==> src/rtl/score_disp_sched.sv <==
// Score display scheduler: round-robin arbiter in front of one shared binary-to-BCD
// converter, three BCD slot registers and a multiplexed 3-digit display driver.
module score_disp_sched #(
  parameter int CONV_WAIT = 1,
  parameter int SCAN_DIV  = 50000
) (
  input  logic        clk,
  input  logic        rst_n,
  input  logic [2:0]  req,
  input  logic [7:0]  val0,
  input  logic [7:0]  val1,
  input  logic [7:0]  val2,
  output logic [2:0]  ack,
  output logic        busy,
  output logic [7:0]  conv_bin,
  input  logic [11:0] conv_bcd,
  input  logic [1:0]  disp_sel,
  output logic [2:0]  an,
  output logic [3:0]  digit
);

  typedef enum logic [1:0] {IDLE, LOAD, CAPTURE} state_t;

  localparam logic [3:0]  WAIT_LAST = 4'(CONV_WAIT - 1);
  localparam logic [15:0] SCAN_LAST = 16'(SCAN_DIV - 1);

  state_t      r_state, w_stateNext;
  logic [1:0]  r_lastGrant, r_grant, w_grantSel, w_probe;
  logic        w_grantFound, w_grantEn, w_captureEn;
  logic [3:0]  r_waitCnt;
  logic [7:0]  r_convBin, w_valSel;
  logic [11:0] r_slot0, r_slot1, r_slot2, w_dispSlot;
  logic [2:0]  r_ack, w_ackNext;
  logic [15:0] r_scanCnt;
  logic [1:0]  r_digIdx;
  logic [2:0]  r_an, w_anNext;
  logic [3:0]  r_digit, w_digitNext;

  function automatic logic [1:0] nextSlot(input logic [1:0] s);
    return (s == 2'd2) ? 2'd0 : s + 2'd1;
  endfunction

  // Search starts one past the last served slot, so a slot never wins twice while another waits.
  always_comb begin
    w_grantSel   = 2'd0;
    w_grantFound = 1'b0;
    w_probe      = nextSlot(r_lastGrant);
    for (int i = 0; i < 3; i++) begin
      if (!w_grantFound && req[w_probe]) begin
        w_grantSel   = w_probe;
        w_grantFound = 1'b1;
      end
      w_probe = nextSlot(w_probe);
    end
  end

  always_comb begin
    case (w_grantSel)
      2'd0:    w_valSel = val0;
      2'd1:    w_valSel = val1;
      2'd2:    w_valSel = val2;
      default: w_valSel = 8'd0;
    endcase
  end

  always_comb begin
    w_stateNext = r_state;
    w_grantEn   = 1'b0;
    w_captureEn = 1'b0;
    w_ackNext   = 3'b000;
    case (r_state)
      IDLE: begin
        if (w_grantFound) begin
          w_grantEn   = 1'b1;
          w_stateNext = LOAD;
        end
      end
      LOAD: begin
        if (r_waitCnt == WAIT_LAST) w_stateNext = CAPTURE;
      end
      CAPTURE: begin
        w_captureEn = 1'b1;
        w_ackNext   = 3'b001 << r_grant;
        w_stateNext = IDLE;
      end
      default: w_stateNext = IDLE;
    endcase
  end

  always_ff @(posedge clk or negedge rst_n) begin
    if (!rst_n) r_state <= IDLE;
    else        r_state <= w_stateNext;
  end

  // The operand is frozen at the grant edge; val changes afterwards are ignored.
  always_ff @(posedge clk or negedge rst_n) begin
    if (!rst_n) begin
      r_grant     <= 2'd0;
      r_lastGrant <= 2'd2;
      r_convBin   <= 8'd0;
      r_waitCnt   <= 4'd0;
      r_slot0     <= 12'd0;
      r_slot1     <= 12'd0;
      r_slot2     <= 12'd0;
      r_ack       <= 3'b000;
    end else begin
      r_ack <= w_ackNext;
      if (w_grantEn) begin
        r_grant   <= w_grantSel;
        r_convBin <= w_valSel;
        r_waitCnt <= 4'd0;
      end else if (r_state == LOAD) begin
        r_waitCnt <= r_waitCnt + 4'd1;
      end
      if (w_captureEn) begin
        r_lastGrant <= r_grant;
        case (r_grant)
          2'd0:    r_slot0 <= conv_bcd;
          2'd1:    r_slot1 <= conv_bcd;
          2'd2:    r_slot2 <= conv_bcd;
          default: ;
        endcase
      end
    end
  end

  always_comb begin
    case (disp_sel)
      2'd0:    w_dispSlot = r_slot0;
      2'd1:    w_dispSlot = r_slot1;
      2'd2:    w_dispSlot = r_slot2;
      default: w_dispSlot = 12'd0;
    endcase
  end

  always_comb begin
    w_anNext    = 3'b111;
    w_digitNext = 4'd0;
    if (disp_sel != 2'd3) begin
      case (r_digIdx)
        2'd0: begin w_anNext = 3'b110; w_digitNext = w_dispSlot[3:0];  end
        2'd1: begin w_anNext = 3'b101; w_digitNext = w_dispSlot[7:4];  end
        2'd2: begin w_anNext = 3'b011; w_digitNext = w_dispSlot[11:8]; end
        default: ;
      endcase
    end
  end

  // Scan keeps running while blanked so the refresh phase is unaffected by disp_sel.
  always_ff @(posedge clk or negedge rst_n) begin
    if (!rst_n) begin
      r_scanCnt <= 16'd0;
      r_digIdx  <= 2'd0;
      r_an      <= 3'b111;
      r_digit   <= 4'd0;
    end else begin
      r_an    <= w_anNext;
      r_digit <= w_digitNext;
      if (r_scanCnt == SCAN_LAST) begin
        r_scanCnt <= 16'd0;
        r_digIdx  <= (r_digIdx == 2'd2) ? 2'd0 : r_digIdx + 2'd1;
      end else begin
        r_scanCnt <= r_scanCnt + 16'd1;
      end
    end
  end

  assign ack      = r_ack;
  assign busy     = (r_state != IDLE);
  assign conv_bin = r_convBin;
  assign an       = r_an;
  assign digit    = r_digit;

endmodule

==> config.mk <==
export PLATFORM = sky130hd
export DESIGN_NAME = score_disp_sched
export DESIGN_NICKNAME = d
export VERILOG_FILES = /design/src/rtl/score_disp_sched.sv
export SDC_FILE = /design/constraint.sdc
export NUM_CORES = 1
export LEC_CHECK = 0
export ABC_AREA = 1
export CAP_MARGIN = 15
export CORE_MARGIN = 1
export CORE_UTILIZATION = 54
export CTS_CLUSTER_DIAMETER = 80
export DETAILED_ROUTE_END_ITERATION = 8
export HOLD_SLACK_MARGIN = 0.15
export PLACE_DENSITY = 0.86
export SLEW_MARGIN = 10
export SYNTH_ARGS = -nofsm -noshare
export SYNTH_HDL_FRONTEND = slang
export SYNTH_SLANG_ARGS = --single-unit
==> constraint.sdc <==
create_clock -name clk -period 2.2 [get_ports clk]
set_input_delay 0.55 -clock clk [delete_from_list [all_inputs] [get_ports clk]]
set_output_delay 0.55 -clock clk [all_outputs]
set_load 0.005 [all_outputs]
# ---- Word level (Yosys, flattened, before mapping)
# Cells that the tools add are included.
dict set report totals {
  ff_bits 82
  out_inout_bits 19
}
dict set report classes {
  mux 32
  eq_ne 17
  reduce_logical 16
  add_sub_neg 6
  n_lt_le_gt_ge 3
  n_shift 1
}
# cell n
set ops {}
lappend ops {{case mux 12 bit (3 select lines)} 1}
lappend ops {{case mux 8 bit (3 select lines)} 1}
lappend ops {{two-way mux 2 bit} 9}
lappend ops {{adder 16 x 1 -> 16 bit, second input constant} 1}
lappend ops {{equality test 16 bit, second input constant} 1}
lappend ops {{equality test 2 bit, second input constant} 8}
lappend ops {{two-way mux 16 bit} 1}
lappend ops {{two-way mux 4 bit} 3}
lappend ops {{case mux 4 bit (3 select lines)} 1}
lappend ops {{equality test 2 x 1 -> 1 bit, second input constant} 5}
lappend ops {{logical NOT 2 bit} 5}
lappend ops {{< comparator 2 x 3 -> 1 bit, second input constant} 3}
lappend ops {{two-way mux 1 bit} 9}
lappend ops {{case mux 3 bit (3 select lines)} 1}
lappend ops {{adder 2 x 1 -> 2 bit, second input constant} 4}
lappend ops {{AND reduction 2 bit} 4}
lappend ops {{binary-select mux 1 bit (select 2 bit)} 3}
lappend ops {{two-way mux 3 bit} 2}
lappend ops {{inequality test 2 bit, second input constant} 3}
lappend ops {{adder 4 x 1 -> 4 bit, second input constant} 1}
lappend ops {{logical NOT 4 bit} 1}
lappend ops {{case mux 2 bit (2 select lines)} 1}
lappend ops {{nonzero test 2 bit} 2}
lappend ops {{<< shifter 1 x 2 -> 3 bit, first input constant} 1}
lappend ops {{2 further kinds} 4}

# ---- Depth between registers and ports, before layout
# Gate-level depths: netlist of run 1.
dict set report depth {
  word_depth 14
  mapped_depth 14
  mapped_depth_nobuf 13
}

# ---- Worst setup path after synthesis of run 1
# Ideal clock, no wire load.
dict set report synth_timing {
  kind {flip-flop to flip-flop}
  from {reg r_scanCnt[0]}
  to {reg r_scanCnt[7]}
  slack_ps 561
  arrival_time_ps 1521
  path_stages_with_launch 10
  path_buffers 0
  synth_period_minus_slack_ps 1639
  setup_ps 118
  path_cell_list {dfrtp_1 -> ha_1 -> nand2_1 -> nor2_2 -> nand4_1 -> nor3_2 -> inv_2 -> nand2_1 -> o21bai_1 -> inv_1}
}
dict set report synth_via {
  elab_chain_len 2
  elab_cells_between_ends 3
}
# item line_no
set synth_rtl {}
lappend synth_rtl {{start: declaration} 34} ;# logic [15:0] r_scanCnt;
lappend synth_rtl {{start signal: assignment} 163} ;# r_scanCnt <= r_scanCnt + 16'd1;
lappend synth_rtl {{adder 16 x 1 -> 16 bit or equality test 16 bit (tied branches)} {163, 159}}
lappend synth_rtl {{two-way mux 16 bit (*)} 159} ;# if (r_scanCnt == SCAN_LAST) begin
# Every way passes the cells marked *; elsewhere a longest branch is shown, timed or not.
# A chain may end at the register's enable or synchronous reset.

# ---- Worst setup path in the final report of run 1
dict set report layout_timing {
  from {reg r_scanCnt[0]}
  to {reg r_scanCnt[14]}
}
# Same word-level chain as after synthesis.

==> results.md, run 1 <==
- Status: completed
- Clk Tree Root Cell: clkbuf_8
- Nets: 621
- Initial DRC count: 232
- NetSw: 0.00194 W
- Routability cong.: 0.862
- Internal power: 0.00355 W
- Post-route cell area: 4940 µm²
- Top post-synthesis cells by count: 169 x nand2_1, 78 x dfrtp_1, 69 x inv_1
- Switching part of the total power: 0.354
- Static Leak: 2.53 nW
- Number of synthesized flops with an enable pin: 0
- Post-route setup TNS: 0 ns
- Util after Layout: 0.716
- Total Die Area: 7650 µm²
- WL/cell: 12.7 µm
- Initial antenna violation count: 0
- Routed wire length: 8560 µm
- Area leader, netlist: dfrtp_1
- Slew Viols, Final: 0
- Top cell type's share of synthesized area: 0.495
- Final worst-path setup slack: 0.266 ns
- FP Rows: 30
- Logic gate share of total power: 0.338
- TritonCTS clock tree: yes
- Die height: 87.4 µm
- Final Hold Fails: 0
- Final setup viols: 0
- Clock power frac: 0.229
- First-pass GRT wire length: 14300 µm
- Top-Level Pins: 62
- Post-Place Setup Slack: 0.00764 ns
- Hpwl dp: 6080 µm
- Total gr overflow: 0
- Ys Warns: 0
- Post-synthesis net count: 549
- DR vias: 3416
- Yosys reg bits: 82
- Slew HR: 0.493
- Die width: 87.4 µm
- Critical Path Source Type: flip-flop
- Crit Path Category: flip-flop to flip-flop
- Synthesized area: 3940 µm²
- Drt first pass iters: 5
- Max VDD drop: 0.597 mV
- Crit path max fanout: 4
- Crit Reg-Reg Startpoint: r_scanCnt[0]
- Antenna viol nets, final: 0
- Worst setup startpoint: r_scanCnt[0]
- Gr usage total: 0.244
- Reg area: 2060 µm²
- Yosys cell types: 30
- Layout cells sized above 1: 0.0845
- Fillers: 541
- Worst Tran Pin Value: 0.757 ns
- Flop pwr share: 0.433
- Core area: 6910 µm²
- RSZ-0062 raised after global routing: false
- H-tree depth: 3
- Worst-path clk slew: 0.09 ns
- Gate Count Post-Synth: 503
- Crit end category: flip-flop
- Pin count of the biggest net entering global routing: 43
- Top-count cell post-synth: nand2_1
- Share of the yosys chip area belonging to registers: 0.522
- Ys async rst share: 1.00
- WP data required: 2.47 ns
- PortBufs: 61
- Resized cells post-CTS: 0
- Area Growth Syn to Fin: 25.4%
- Pwr Density: 1110 nW/µm²
- Fmax: 517 MHz
- DP Area: 4710 µm²
- Hold WC Path Type: primary input to async pin
- Antenna diodes: 0
- Ys flop type: dfrtp_1
- DRC Markers: 0
- Clk Latency, worst-skew pair: 0.35 ns
- Clk sinks: 82
- Minimum clock period: 1.93 ns
- Clock buffer depth: 2
- Syn avg cell area: 7.84 µm²
- Vias in the first global route: 3291
- Multi-input combinational cell area: 1560 µm²
- CTS buffer count: 9
- CTS Hold Bufs: 0
- Vias per std cell: 5.05
- Ranking of synthesized cells by area: dfrtp_1 50%, nand2_1 16%, inv_1 6.6%, o21ai_0 5.7%, nor2_1 4.0%
- Tcrit/Tclk final: 0.879
- Arr. time, crit path: 2.20 ns
- Setup bufs post-CTS: 0
- Max_cap viols: 0
- Starting Density: 0.571
- Fin Clk Skew: 0.00945 ns
cells by family after synthesis:
group | after synthesis | share of synthesized area
XOR/XNOR | 5 | 0.0111
AND/OR/NAND/NOR | 261 | 0.279
AO/OA/AOI/OAI | 69 | 0.0962
buffers and inverters | 83 | 0.0828
flip-flops | 82 | 0.522
adder cells (fa/ha/maj) | 3 | 0.00952
state kept, by name (all words and copies together), names as in the netlist:
name / cells
r_state: 2
r_grant: 2
r_slot2: 12
an: 3
ack: 3
r_digIdx: 2
r_lastGrant: 2
conv_bin: 8
r_waitCnt: 4
r_slot0: 12
r_scanCnt: 16
r_slot1: 12
digit: 4
routing by layer:
metal / GRT usage / share of wire / wire length, µm / up-vias
met5: 0 / 0 / 0 / -
met4: 0.104 / 0.013 / 108 / 0
met3: 0.0436 / 0.063 / 537 / 10
met2: 0.408 / 0.48 / 4100 / 117
met1: 0.313 / 0.45 / 3820 / 1581
li1: - / - / - / 1708
power groups by stage:
stage / Combinational, W / Sequential [W] / Clock [W]
floorplan: 0.00125 / 0.00230 / 0
global placement: 0.00177 / 0.00238 / 0
detailed placement: 0.00186 / 0.00239 / 0
CTS: 0.00187 / 0.00237 / 0.00128
global route: 0.00212 / 0.00244 / 0.00135
finish: 0.00185 / 0.00238 / 0.00126
layout by cell type, fill, tap and decap left out, types with 3 or more instances in the layout:
cell type / netlist / routed
nand2_1: 169 / 169
dfrtp_1: 78 / 78
inv_1: 69 / 69
clkdlybuf4s50_1: 0 / 60
o21ai_0: 45 / 45
nor2_1: 42 / 42
nand3_1: 30 / 30
a21oi_1: 15 / 15
buf_4: 0 / 11
clkbuf_8: 0 / 10
nand4_1: 4 / 4
nand2_2: 4 / 4
dfstp_2: 4 / 4
inv_2: 3 / 3
o211ai_1: 3 / 3
xor2_1: 3 / 3
ha_1: 3 / 3
per-stage QoR:
stage / power, W / hold WS [ns] / instances
after floorplan: 0.00355 / 0.254 / 503
after global placement: 0.00415 / 0.443 / 660
after detailed placement: 0.00425 / 0.449 / 660
after CTS: 0.00552 / 0.188 / 676
after global routing: 0.00590 / 0.215 / 676
final: 0.00549 / 0.174 / 676
worst max-delay path: stages (launching register included):
cell and delay (ns):
dfrtp_1 0.38, ha_1 0.19, nand2_1 0.07, nor2_2 0.16, nand3_1 0.14, nor2_1 0.17, nand2_1 0.09, nor2_1 0.14
nand2_1 0.13, nor2_1 0.17, o21ai_1 0.09, a21oi_1 0.13
path summary, 6_finish.rpt:
path	slack (ns)	to	cells after the start
setup reg to reg	0.27	r_scanCnt[14]	11
setup / recovery	0.27	r_scanCnt[14]	11
min in group clk	0.46	r_scanCnt[0]	1
hold / removal	0.17	r_scanCnt[8]	1
max in group asynchronous	1.41	r_slot0[8]	2
hold reg to reg	0.46	r_scanCnt[0]	1
cell type report:
cell class / instances / area share
flip-flops and latches: 82 / 0.416
multi-input cells: 338 / 0.315
repair buffers: 72 / 0.142
inverters: 72 / 0.0547
clock buffers: 10 / 0.0278
well taps: 96 / 0.0243
clock inverters: 6 / 0.0197
No activity file was read; power rests on OpenSTA's default activity.
==> inputs of run 2 (changes only) <==
--- a/config.mk
+++ b/config.mk
@@ -6,10 +6,11 @@
 export NUM_CORES = 1
 export LEC_CHECK = 0
 export ABC_AREA = 1
+export ABC_CLOCK_PERIOD_IN_PS = 2200
 export CAP_MARGIN = 15
 export CORE_MARGIN = 1
 export CORE_UTILIZATION = 54
-export CTS_CLUSTER_DIAMETER = 80
+export CTS_CLUSTER_DIAMETER = 50
 export DETAILED_ROUTE_END_ITERATION = 8
 export HOLD_SLACK_MARGIN = 0.15
 export PLACE_DENSITY = 0.86
==> results of run 2 <==
Final layout, timing and power as in run 1 (identical DEF).
